--- src/rtl/sync_stat_pkg.sv ---
// ============================================================================
// Module      : sync_stat_pkg
// Description : Shared FSM state types and channel-index width helper for
//               the multi-channel sync statistics block.
// Revision    : 1.0 - initial release
// ============================================================================
`default_nettype none

package sync_stat_pkg;

  typedef enum logic [0:0] {
    W_IDLE  = 1'b0,
    W_COUNT = 1'b1
  } win_state_t;

  typedef enum logic [0:0] {
    O_IDLE  = 1'b0,
    O_DRAIN = 1'b1
  } out_state_t;

  // Width of a channel index; never narrower than one bit.
  function automatic int ch_idx_w(input int n);
    return (n <= 2) ? 1 : $clog2(n);
  endfunction

endpackage

`default_nettype wire

--- src/rtl/sync_stat_ch.sv ---
// ============================================================================
// Module      : sync_stat_ch
// Description : One channel: saturating pulse counter, snapshot register and
//               optional lock hysteresis (enabled by SYNC_STAT_LOCK_EN).
// Revision    : 1.0 - initial release
// ============================================================================
`default_nettype none

module sync_stat_ch
  import sync_stat_pkg::*;
#(
  parameter int pST_W   = 8,
  parameter int pSAT    = 200,
  parameter int pLOCK_N = 3
)(
  input  logic             iclk,
  input  logic             ireset,
  input  logic             icount_en,
  input  logic             isop,
  input  logic             iterm,
  input  logic             iload,
  input  logic [pST_W-1:0] ilock_thr,
  output logic [pST_W-1:0] osnap,
  output logic             olock
);

  localparam logic [pST_W-1:0] c_SAT = pST_W'(pSAT);

  logic [pST_W-1:0] r_cnt;
  logic [pST_W-1:0] r_snap;
  logic             w_inc;
  logic [pST_W-1:0] w_next;

  assign w_inc  = icount_en && isop && (r_cnt < c_SAT);
  assign w_next = w_inc ? (r_cnt + 1'b1) : r_cnt;

  // Presents the value the snapshot will hold next cycle, so the output
  // stage can pick up channel 0 in the same edge the snapshot is taken.
  assign osnap = iload ? w_next : r_snap;

  always_ff @(posedge iclk or negedge ireset) begin
    if (!ireset) begin
      r_cnt  <= '0;
      r_snap <= '0;
    end else if (iterm) begin
      r_cnt <= '0;
      if (iload) begin
        r_snap <= w_next;
      end
    end else begin
      r_cnt <= w_next;
    end
  end

`ifdef SYNC_STAT_LOCK_EN
  localparam int               c_RUN_W    = $clog2(pLOCK_N + 1);
  localparam logic [c_RUN_W-1:0] c_RUN_MAX  = c_RUN_W'(pLOCK_N);
  localparam logic [c_RUN_W-1:0] c_RUN_LAST = c_RUN_W'(pLOCK_N - 1);

  logic [c_RUN_W-1:0] r_hit_run;
  logic [c_RUN_W-1:0] r_miss_run;
  logic               r_lock;
  logic               w_hit;

  assign w_hit = (w_next >= ilock_thr);

  // Lock evaluates every window end, whether or not the snapshot is kept.
  always_ff @(posedge iclk or negedge ireset) begin
    if (!ireset) begin
      r_hit_run  <= '0;
      r_miss_run <= '0;
      r_lock     <= 1'b0;
    end else if (iterm) begin
      if (w_hit) begin
        r_miss_run <= '0;
        if (r_hit_run < c_RUN_MAX) begin
          r_hit_run <= r_hit_run + 1'b1;
        end
        if (r_hit_run >= c_RUN_LAST) begin
          r_lock <= 1'b1;
        end
      end else begin
        r_hit_run <= '0;
        if (r_miss_run < c_RUN_MAX) begin
          r_miss_run <= r_miss_run + 1'b1;
        end
        if (r_miss_run >= c_RUN_LAST) begin
          r_lock <= 1'b0;
        end
      end
    end
  end

  assign olock = r_lock;
`else
  logic w_unused_thr;
  assign w_unused_thr = ^ilock_thr;
  assign olock        = 1'b0;
`endif

endmodule

`default_nettype wire

--- src/rtl/sync_stat_mc.sv ---
// ============================================================================
// Module      : sync_stat_mc
// Description : Windowed per-channel SOP counter with sequential result drain
//               and sticky overrun; lock detector under SYNC_STAT_LOCK_EN.
// Revision    : 1.0 - initial release
// ============================================================================
`default_nettype none

module sync_stat_mc
  import sync_stat_pkg::*;
#(
  parameter int pCH_N   = 4,
  parameter int pTM_W   = 24,
  parameter int pST_W   = 8,
  parameter int pSAT    = 200,
  parameter int pLOCK_N = 3
)(
  input  logic                     iclk,
  input  logic                     ireset,
  input  logic                     iena,
  input  logic [pCH_N-1:0]         isop,
  input  logic [pTM_W-1:0]         iframe_time,
  input  logic                     iready,
  output logic [pST_W-1:0]         ostat,
  output logic [$clog2(pCH_N)-1:0] och,
  output logic                     oval,
  output logic                     oovr,
  output logic [pCH_N-1:0]         olock,
  input  logic [pST_W-1:0]         ilock_thr
);

  localparam int                c_CH_W    = ch_idx_w(pCH_N);
  localparam logic [c_CH_W-1:0] c_LAST_CH = c_CH_W'(pCH_N - 1);

  // ---------------------------------------------------------------- window
  win_state_t       r_wstate;
  logic [pTM_W-1:0] r_timer;
  logic [pTM_W-1:0] r_ft;
  logic             w_start;
  logic             w_count_en;
  logic             w_term;

  assign w_start    = (r_wstate == W_IDLE) && iena && (|isop);
  assign w_count_en = w_start || (r_wstate == W_COUNT);
  // The triggering cycle is window cycle 0, so a zero length ends at once.
  assign w_term     = (w_start && (iframe_time == '0)) ||
                      ((r_wstate == W_COUNT) && (r_timer == r_ft));

  always_ff @(posedge iclk or negedge ireset) begin
    if (!ireset) begin
      r_wstate <= W_IDLE;
      r_timer  <= '0;
      r_ft     <= '0;
    end else if (w_term) begin
      r_timer  <= '0;
      r_ft     <= iframe_time;
      r_wstate <= iena ? W_COUNT : W_IDLE;
    end else if (w_start) begin
      r_timer  <= pTM_W'(1);
      r_ft     <= iframe_time;
      r_wstate <= W_COUNT;
    end else if (r_wstate == W_COUNT) begin
      r_timer <= r_timer + 1'b1;
    end
  end

  // -------------------------------------------------------------- channels
  out_state_t        r_ostate;
  logic [c_CH_W-1:0] r_och;
  logic [pST_W-1:0]  r_ostat;
  logic              r_oval;
  logic              r_oovr;
  logic              w_accept;
  logic              w_drain_done;
  logic              w_snap_take;
  logic [c_CH_W-1:0] w_och_inc;
  logic [pST_W-1:0]  w_snap [pCH_N];

  assign w_accept     = r_oval && iready;
  assign w_drain_done = w_accept && (r_och == c_LAST_CH);
  assign w_snap_take  = w_term && ((r_ostate == O_IDLE) || w_drain_done);
  assign w_och_inc    = r_och + 1'b1;

  for (genvar gi = 0; gi < pCH_N; gi++) begin : g_ch
    sync_stat_ch #(
      .pST_W   (pST_W),
      .pSAT    (pSAT),
      .pLOCK_N (pLOCK_N)
    ) u_ch (
      .iclk      (iclk),
      .ireset    (ireset),
      .icount_en (w_count_en),
      .isop      (isop[gi]),
      .iterm     (w_term),
      .iload     (w_snap_take),
      .ilock_thr (ilock_thr),
      .osnap     (w_snap[gi]),
      .olock     (olock[gi])
    );
  end

  // ---------------------------------------------------------------- output
  always_ff @(posedge iclk or negedge ireset) begin
    if (!ireset) begin
      r_ostate <= O_IDLE;
      r_och    <= '0;
      r_ostat  <= '0;
      r_oval   <= 1'b0;
      r_oovr   <= 1'b0;
    end else begin
      if (w_term && !w_snap_take) begin
        r_oovr <= 1'b1;
      end
      case (r_ostate)
        O_IDLE: begin
          if (w_snap_take) begin
            r_ostate <= O_DRAIN;
            r_oval   <= 1'b1;
            r_och    <= '0;
            r_ostat  <= w_snap[0];
          end
        end
        O_DRAIN: begin
          if (w_accept) begin
            if (r_och == c_LAST_CH) begin
              r_och <= '0;
              if (w_snap_take) begin
                r_ostat <= w_snap[0];
              end else begin
                r_ostate <= O_IDLE;
                r_oval   <= 1'b0;
                r_ostat  <= '0;
              end
            end else begin
              r_och   <= w_och_inc;
              r_ostat <= w_snap[w_och_inc];
            end
          end
        end
        default: begin
          r_ostate <= O_IDLE;
          r_oval   <= 1'b0;
        end
      endcase
    end
  end

  assign ostat = r_ostat;
  assign och   = r_och;
  assign oval  = r_oval;
  assign oovr  = r_oovr;

endmodule

`default_nettype wire

--- config.mk ---
export PLATFORM = sky130hd
export DESIGN_NAME = sync_stat_mc
export DESIGN_NICKNAME = d
export VERILOG_FILES = /design/src/rtl/sync_stat_pkg.sv /design/src/rtl/sync_stat_ch.sv /design/src/rtl/sync_stat_mc.sv
export SDC_FILE = /design/constraint.sdc
export NUM_CORES = 1
export LEC_CHECK = 0
export ABC_AREA = 0
export CAP_MARGIN = 10
export CELL_PAD_IN_SITES_DETAIL_PLACEMENT = 1
export CELL_PAD_IN_SITES_GLOBAL_PLACEMENT = 2
export CORE_ASPECT_RATIO = 0.5
export CORE_MARGIN = 8
export CORE_UTILIZATION = 38
export DETAILED_ROUTE_END_ITERATION = 12
export GPL_TIMING_DRIVEN = 0
export HOLD_SLACK_MARGIN = 0.08
export PLACE_DENSITY = 0.88
export RECOVER_POWER = 50
export SLEW_MARGIN = 20
export SYNTH_ARGS = -nofsm -noshare
export SYNTH_HDL_FRONTEND = slang
export SYNTH_SLANG_ARGS = --single-unit
--- constraint.sdc ---
create_clock -name iclk -period 3.1 [get_ports iclk]
set_input_delay 0.93 -clock iclk [delete_from_list [all_inputs] [get_ports iclk]]
set_output_delay 0.93 -clock iclk [all_outputs]
set_load 0.05 [all_outputs]
Word-level counts from Yosys, hierarchy flattened
Index checks and enable logic that the tools add are counted.
{"block": "op_classes", "shifts": 0, "mul": 0, "n_div": 0, "mux": 41, "addsub": 6, "eq_ne": 6, "reduce_logical": 26, "order_cmp": 5, "bitwise_logic": 3}
{"op": "$mux W8", "count": 18}
{"op": "$mux W24", "count": 5}
{"op": "$add A8 B1 Y8 const B", "count": 4}
{"op": "$lt A8 B8 Y1 const B", "count": 4}
{"op": "$add A24 B1 Y24 const B", "count": 1}
{"op": "$eq A24 B24 Y1", "count": 1}
{"op": "$logic_not A24 Y1", "count": 1}
{"op": "$bmux W8 S2", "count": 1}
{"op": "$logic_and A1 B1 Y1", "count": 16}
{"op": "$pmux W8 S2", "count": 1}
{"op": "$mux W1", "count": 10}
{"op": "$mux W2", "count": 3}
{"op": "$ne A2 B1 Y1 const B", "count": 3}
{"op": "$pmux W1 S2", "count": 2}
{"op": "$pmux W2 S2", "count": 1}
{"op": "$reduce_and A4 Y1", "count": 1}
{"op": "$reduce_or A4 Y1", "count": 1}
{"op": "$ge A3 B3 Y1 const B", "count": 1}
{"op": "$logic_or A1 B1 Y1", "count": 3}
{"op": "$not A2 Y3", "count": 1}
{"op": "$reduce_bool A3 Y1", "count": 1}
{"op": "$add A2 B1 Y2 const B", "count": 1}
{"op": "$eq A2 B2 Y1 const B", "count": 1}
{"op": "$ne A2 B2 Y1 const B", "count": 1}
{"op": "other kinds (4)", "count": 5}
{"block": "totals", "reg_bits": 126, "input_bits": 40, "n_memories": 0, "ram_bits": 0, "latch_bits": 0, "word_cells": 103, "rom_bits": 0, "output_inout_bits": 16}

Longest topological paths before layout
Gate-level depths: netlist (run 1).
{"block": "depth", "depth_word": 14, "mapped_depth": 11}

Hierarchy
A second synthesis (run 1) with hierarchy kept.
{"block": "unflattened", "cells_unflattened": 652, "area_unflattened_um2": 6676.4}
{"module": "sync_stat_mc", "seq_area_each_um2": 1551.5, "area_each_um2": 3378.2, "cells_each": 292, "n_inst": 1}
{"module": "sync_stat_ch", "seq_area_each_um2": 400.4, "area_each_um2": 824.5, "cells_each": 90, "n_inst": 4}

Least setup slack after synthesis (run 1)
Ideal clock, no wire load.
{"block": "synth_path", "path_type": "input to register", "from": "input port iframe_time[15]", "to": "register r_ostat[2] (netlist: ostat[2])", "path_slack_ps": 103, "t_arrival_ps": 2903, "setup_ps": 94, "path_stages": 9, "t_required_ps": 3006, "path_cell_list": "nor4_1 -> nand4_1 -> or4b_1 -> buf_4 -> o21ai_2 -> buf_6 -> mux4_2 -> nand2b_1 -> a221oi_2"}
{"block": "synth_via", "elab_chain_len": 11}
{"item": "start, declared", "line": "sync_stat_mc.sv:22", "source": "input logic [pTM_W-1:0] iframe_time,"}
{"item": "$logic_not A24 Y1 *", "line": "sync_stat_mc.sv:46", "source": "assign w_term = (w_start && (iframe_time == '0)) ||"}
{"item": "$logic_and A1 B1 Y1 *", "line": "sync_stat_mc.sv:46"}
{"item": "$logic_or A1 B1 Y1 *", "line": "sync_stat_mc.sv:46"}
{"item": "$logic_and A1 B1 Y1 *", "line": "sync_stat_mc.sv:81", "source": "assign w_snap_take = w_term && ((r_ostate == O_IDLE) || w_drain_done);"}
{"item": "$mux W8 (on tied branches)"}
{"item": "$bmux W8 S2", "line": "sync_stat_mc.sv:136", "source": "r_ostat <= w_snap[w_och_inc];"}
{"item": "$mux W8 (not written as such) (2 in a row)", "line": "sync_stat_mc.sv:136"}
{"item": "$mux W8", "line": "sync_stat_mc.sv:125", "source": "if (r_och == c_LAST_CH) begin"}
{"item": "$mux W8", "line": "sync_stat_mc.sv:124", "source": "if (w_accept) begin"}
{"item": "$pmux W8 S2", "line": "sync_stat_mc.sv:114", "source": "case (r_ostate)"}
{"item": "end signal, assigned", "line": "sync_stat_mc.sv:120", "source": "r_ostat <= w_snap[0];"}
{"item": "end signal, assigned", "line": "sync_stat_mc.sv:128", "source": "r_ostat <= w_snap[0];"}
{"item": "end signal, assigned", "line": "sync_stat_mc.sv:136"}
{"item": "end, declared", "line": "sync_stat_mc.sv:70", "source": "logic [pST_W-1:0] r_ostat;"}
Every way passes the cells marked *; elsewhere a longest branch is shown, timed or not. The select of a mux whose other input is x is not followed.
A chain may end at the register's enable or synchronous reset.

Worst setup path in the final report (run 1)
{"block": "layout_path", "from": "input port iready", "to": "register r_ostat[7] (netlist: ostat[7])"}
{"block": "layout_via", "elab_chain_len": 11}
{"item": "start, declared", "line": "sync_stat_mc.sv:23", "source": "input logic iready,"}
{"item": "$logic_and A1 B1 Y1 *", "line": "sync_stat_mc.sv:79", "source": "assign w_accept = r_oval && iready;"}
{"item": "$logic_and A1 B1 Y1", "line": "sync_stat_mc.sv:80", "source": "assign w_drain_done = w_accept && (r_och == c_LAST_CH);"}
{"item": "$logic_or A1 B1 Y1", "line": "sync_stat_mc.sv:81"}
{"item": "$logic_and A1 B1 Y1", "line": "sync_stat_mc.sv:81"}
{"item": "$mux W8 (on tied branches)"}
{"item": "$bmux W8 S2", "line": "sync_stat_mc.sv:136"}
{"item": "$mux W8 (not written as such) (2 in a row)", "line": "sync_stat_mc.sv:136"}
{"item": "$mux W8", "line": "sync_stat_mc.sv:125"}
{"item": "$mux W8", "line": "sync_stat_mc.sv:124"}
{"item": "$pmux W8 S2", "line": "sync_stat_mc.sv:114"}
Marks and branches as above.

==> impl_metrics.env, run 1 <==
export IMPL_die_y_um=107.7
export IMPL_synth_top_area_share_pct=49.31
export IMPL_cts_root_buf="clkbuf_16"
export IMPL_grt_pass1_vias=5482
export IMPL_violations="capacitance limit, slew limit"
export IMPL_crit_slowest_cell="clkdlybuf4s50_1"
export IMPL_cts_buffer_depth=2
export IMPL_fmax_mhz=328.9
export IMPL_layout_commonest_cell="dfrtp_1"
export IMPL_worst_skew_pair_late_latency_ps=420
export IMPL_required_ps=3430
export IMPL_drt_total_wl_um=18770
export IMPL_setup_viol=0
export IMPL_grt_pass1_wl_um=30420
export IMPL_cpLargestDelayFamily="simple AND/OR/NAND/NOR gates"
export IMPL_ys_ff_latch=126
export IMPL_wl_per_cell_um=20.49
export IMPL_cts_max_level=4
export IMPL_ys_seq_area_share_pct=49.31
export IMPL_yosys_warnings=0
export IMPL_fin_worst_skew_ps=9.199
export IMPL_fin_ws_ps=59.45
export IMPL_via_per_inst=5.401
export IMPL_drt_pass1_iter_count=5
export IMPL_end_kind="flop"
export IMPL_fin_crit_sh_pct=98.08
export IMPL_comb_power_share_pct=17.9
export IMPL_p_per_area_mw_per_mm2=681.0
export IMPL_r2r_slack_ps=200
export IMPL_final_cell_mix="dfrtp_1 (126), nor2_1 (66), xnor2_1 (39)"
export IMPL_core_mm2=0.01643
export IMPL_nNetsFinal=722
export IMPL_worstPathCellList="clkdlybuf4s50_1 > nand3_1 > nand2_1 > or4b_4 > o21ai_4 > buf_6 > buf_12 > mux4_2 > and2_4 > o211ai_1"
export IMPL_clock_sinks=126
export IMPL_arrival_ps=3370
export IMPL_grt_use_total_pct=18.18
export IMPL_postSynthAreaPerCell_um2=10.64
export IMPL_run_status="finished with violations"
export IMPL_swShare_pct=30.30
export IMPL_synth_distinct_cells=67
export IMPL_critPathBufInv=3
export IMPL_vdd_ir_drop_max_v=0.0002953
export IMPL_drv_slew=36
export IMPL_post_dp_hpwl_um=12820
export IMPL_fin_cells=916
export IMPL_hold_viol_final=0
export IMPL_insertedDiodeCount=0
export IMPL_maxCapViolations=1
export IMPL_tritoncts="yes"
export IMPL_start_util_pct=38.91
export IMPL_drc_errors=0
export IMPL_rows=33
export IMPL_netlist_instances=601
export IMPL_timing_slew_headroom_pct=-40.00
export IMPL_power_frac_seq_pct=40.3
export IMPL_drt_iter0_markers=280
export IMPL_place_inst=875
export IMPL_ioPinCount=56
export IMPL_rsz0062_at_grt="yes"
export IMPL_p_leak_uw=0.003493
export IMPL_drive_gt1_share_pct=19.59
export IMPL_p_switching_uw=1659
export IMPL_power_share_clock_pct=41.8
export IMPL_dp_slack_ps=-1369
export IMPL_synth_main_ff_cell="dfrtp_1"
export IMPL_cp_start_kind="input pin"
export IMPL_die_x_um=199.5
export IMPL_overflow=0
export IMPL_synth_edf_count=0
export IMPL_synth_area_leaders="dfrtp_1 (49%), xnor2_1 (5.3%), xor2_1 (4.4%), mux2_2 (4.1%), nor2_1 (3.9%)"
export IMPL_cts_buffers=17
export IMPL_worstMarginPinSlew_ps=2100
export IMPL_syn_area_mm2=0.006395
export IMPL_p_int_uw=3816
export IMPL_clk_pin_slew_worst_paths_ps=60
export IMPL_gp_congestion=0.8380
export IMPL_synth_area_leader_cell="dfrtp_1"
export IMPL_syn_to_final_growth_pct=25.73
export IMPL_antenna_found_initial=0
export IMPL_hold_slack_ps=488.1
export IMPL_cp_slowest_stage_delay_ps=550
export IMPL_numPortBuffers=43
export IMPL_vias=4947
export IMPL_hold_path_class="reg -> reg"
export IMPL_dieArea_mm2=0.02149
export IMPL_final_antenna_net_count=0
export IMPL_p_total_uw=5475
export IMPL_path_class="in -> reg"
export IMPL_period_needed_ps=3041
export IMPL_crit_fanout=7
export IMPL_grt_max_degree=92
export IMPL_ys_async_sr_fraction_pct=100.0
-- cells by family after synthesis --
| group | Yosys count | synth area share [%] |
|---|---|---|
| other | 1 | 0.05864 |
| AND/OR/NAND/NOR | 208 | 16.45 |
| buffers and inverters | 62 | 5.009 |
| AO/OA/AOI/OAI | 79 | 9.372 |
| multiplexers | 47 | 8.648 |
| adder cells (fa/ha/maj) | 6 | 1.174 |
| flip-flops | 126 | 49.31 |
| XOR/XNOR | 72 | 9.979 |
-- per-stage QoR --
stage	TNS [ps]	utilization, %	instance area (µm²)
final	0	48.93	8040
after global routing	-148.5	48.93	8040
after CTS	0	48.78	8016
after detailed placement	-63110	43.53	7153
after global placement	-558490	43.33	7121
after floorplan	0	-	6406
-- power groups by stage --
stage | logic, µW | registers [µW] | clock network [µW]
finish | 981 | 2200 | 2290
global route | 1090 | 2240 | 2380
CTS | 969 | 2200 | 2310
detailed placement | 943 | 2220 | 0
global placement | 894 | 2200 | 0
floorplan | 645 | 2140 | 0
-- registers in the layout (all words and copies together) (netlist names) --
name / flops
g_ch.u_ch.r_cnt: 32
g_ch.u_ch.r_snap: 32
och: 2
oovr: 1
ostat: 8
oval: 1
r_ft: 24
r_ostate: 1
r_timer: 24
r_wstate: 1
-- per-layer routing --
layer  routed length [µm]  global-route usage, %  up-vias
met5                    0                      0        -
met4                  326                  6.527        0
met3                  556                  3.276       29
met2                 9311                  30.44      108
met1                 8575                  23.44     2555
li1                     -                      -     2255
-- synthesized netlist by cell type (3+ instances only) --
| cell | n |
|---|---|
| dfrtp_1 | 126 |
| nor2_1 | 66 |
| xnor2_1 | 39 |
| nand2_1 | 36 |
| xor2_1 | 32 |
| inv_1 | 29 |
| mux2_2 | 23 |
| and3_1 | 21 |
| nand4_1 | 19 |
| nand3_1 | 18 |
| mux2i_1 | 17 |
| o21ai_0 | 16 |
| nor3_1 | 12 |
| clkbuf_1 | 11 |
| nor4_1 | 9 |
| o211ai_1 | 9 |
| a31oi_1 | 8 |
| and4_1 | 8 |
| buf_4 | 8 |
| buf_6 | 7 |
| and2_1 | 6 |
| ha_1 | 6 |
| o21ai_1 | 5 |
| a21oi_1 | 4 |
| buf_2 | 4 |
| mux4_2 | 4 |
| buf_1 | 3 |
| mux2_1 | 3 |
| o211a_1 | 3 |
| o311ai_0 | 3 |
-- worst paths after layout --
kind / start / to / cells past startpoint
max: iready / ostat[7]$_DFFE_PN0P_ / 10
min: g_ch[3].u_ch.r_snap[2]$_DFFE_PN0N_ / g_ch[3].u_ch.r_snap[2]$_DFFE_PN0N_ / 2
max reg2reg: r_timer[4]$_DFFE_PN0P_ / g_ch[0].u_ch.r_cnt[6]$_DFF_PN0_ / 8
min reg2reg: g_ch[3].u_ch.r_snap[2]$_DFFE_PN0N_ / g_ch[3].u_ch.r_snap[2]$_DFFE_PN0N_ / 2
max in group asynchronous: ireset / g_ch[2].u_ch.r_snap[7]$_DFFE_PN0N_ / 2
min in group asynchronous: ireset / r_timer[21]$_DFFE_PN0P_ / 1
-- tightest hold or removal path, stage by stage (launching register included) --
cell and delay, ps:
dfrtp_1 340, nand2_1 50, o21ai_0 60
-- repair_timing --
| action | in CTS | in global routing |
|---|---|---|
| hold buffers | 0 | 0 |
| gates cloned | 0 | 0 |
| pin swaps | 12 | 11 |
| setup endpoints to repair | 72 | 28 |
| gates resized for setup | 64 | 34 |
| setup buffers | 10 | 0 |
-- cell type report --
| cell class | instances | area [µm²] |
|---|---|---|
| clock buffers | 18 | 429.2 |
| flip-flops and latches | 126 | 3153 |
| clock inverters | 14 | 240.2 |
| plain buffers | 32 | 216.5 |
| inverters | 29 | 108.9 |
| multi-input cells | 416 | 3113 |
| well taps | 227 | 284.0 |
| fillers | 1801 | 8393 |
| repair buffers | 54 | 495.5 |
Note: power is estimated with default switching activity, not from simulation.
==> inputs of run 2 (changes only) <==
--- a/config.mk
+++ b/config.mk
@@ -13,6 +13,7 @@
 export CORE_MARGIN = 8
 export CORE_UTILIZATION = 38
 export DETAILED_ROUTE_END_ITERATION = 12
+export GPL_ROUTABILITY_DRIVEN = 0
 export GPL_TIMING_DRIVEN = 0
 export HOLD_SLACK_MARGIN = 0.08
 export PLACE_DENSITY = 0.88
==> results of run 2 <==
Same layout as run 1: the final DEF is identical, and so are final timing and power.
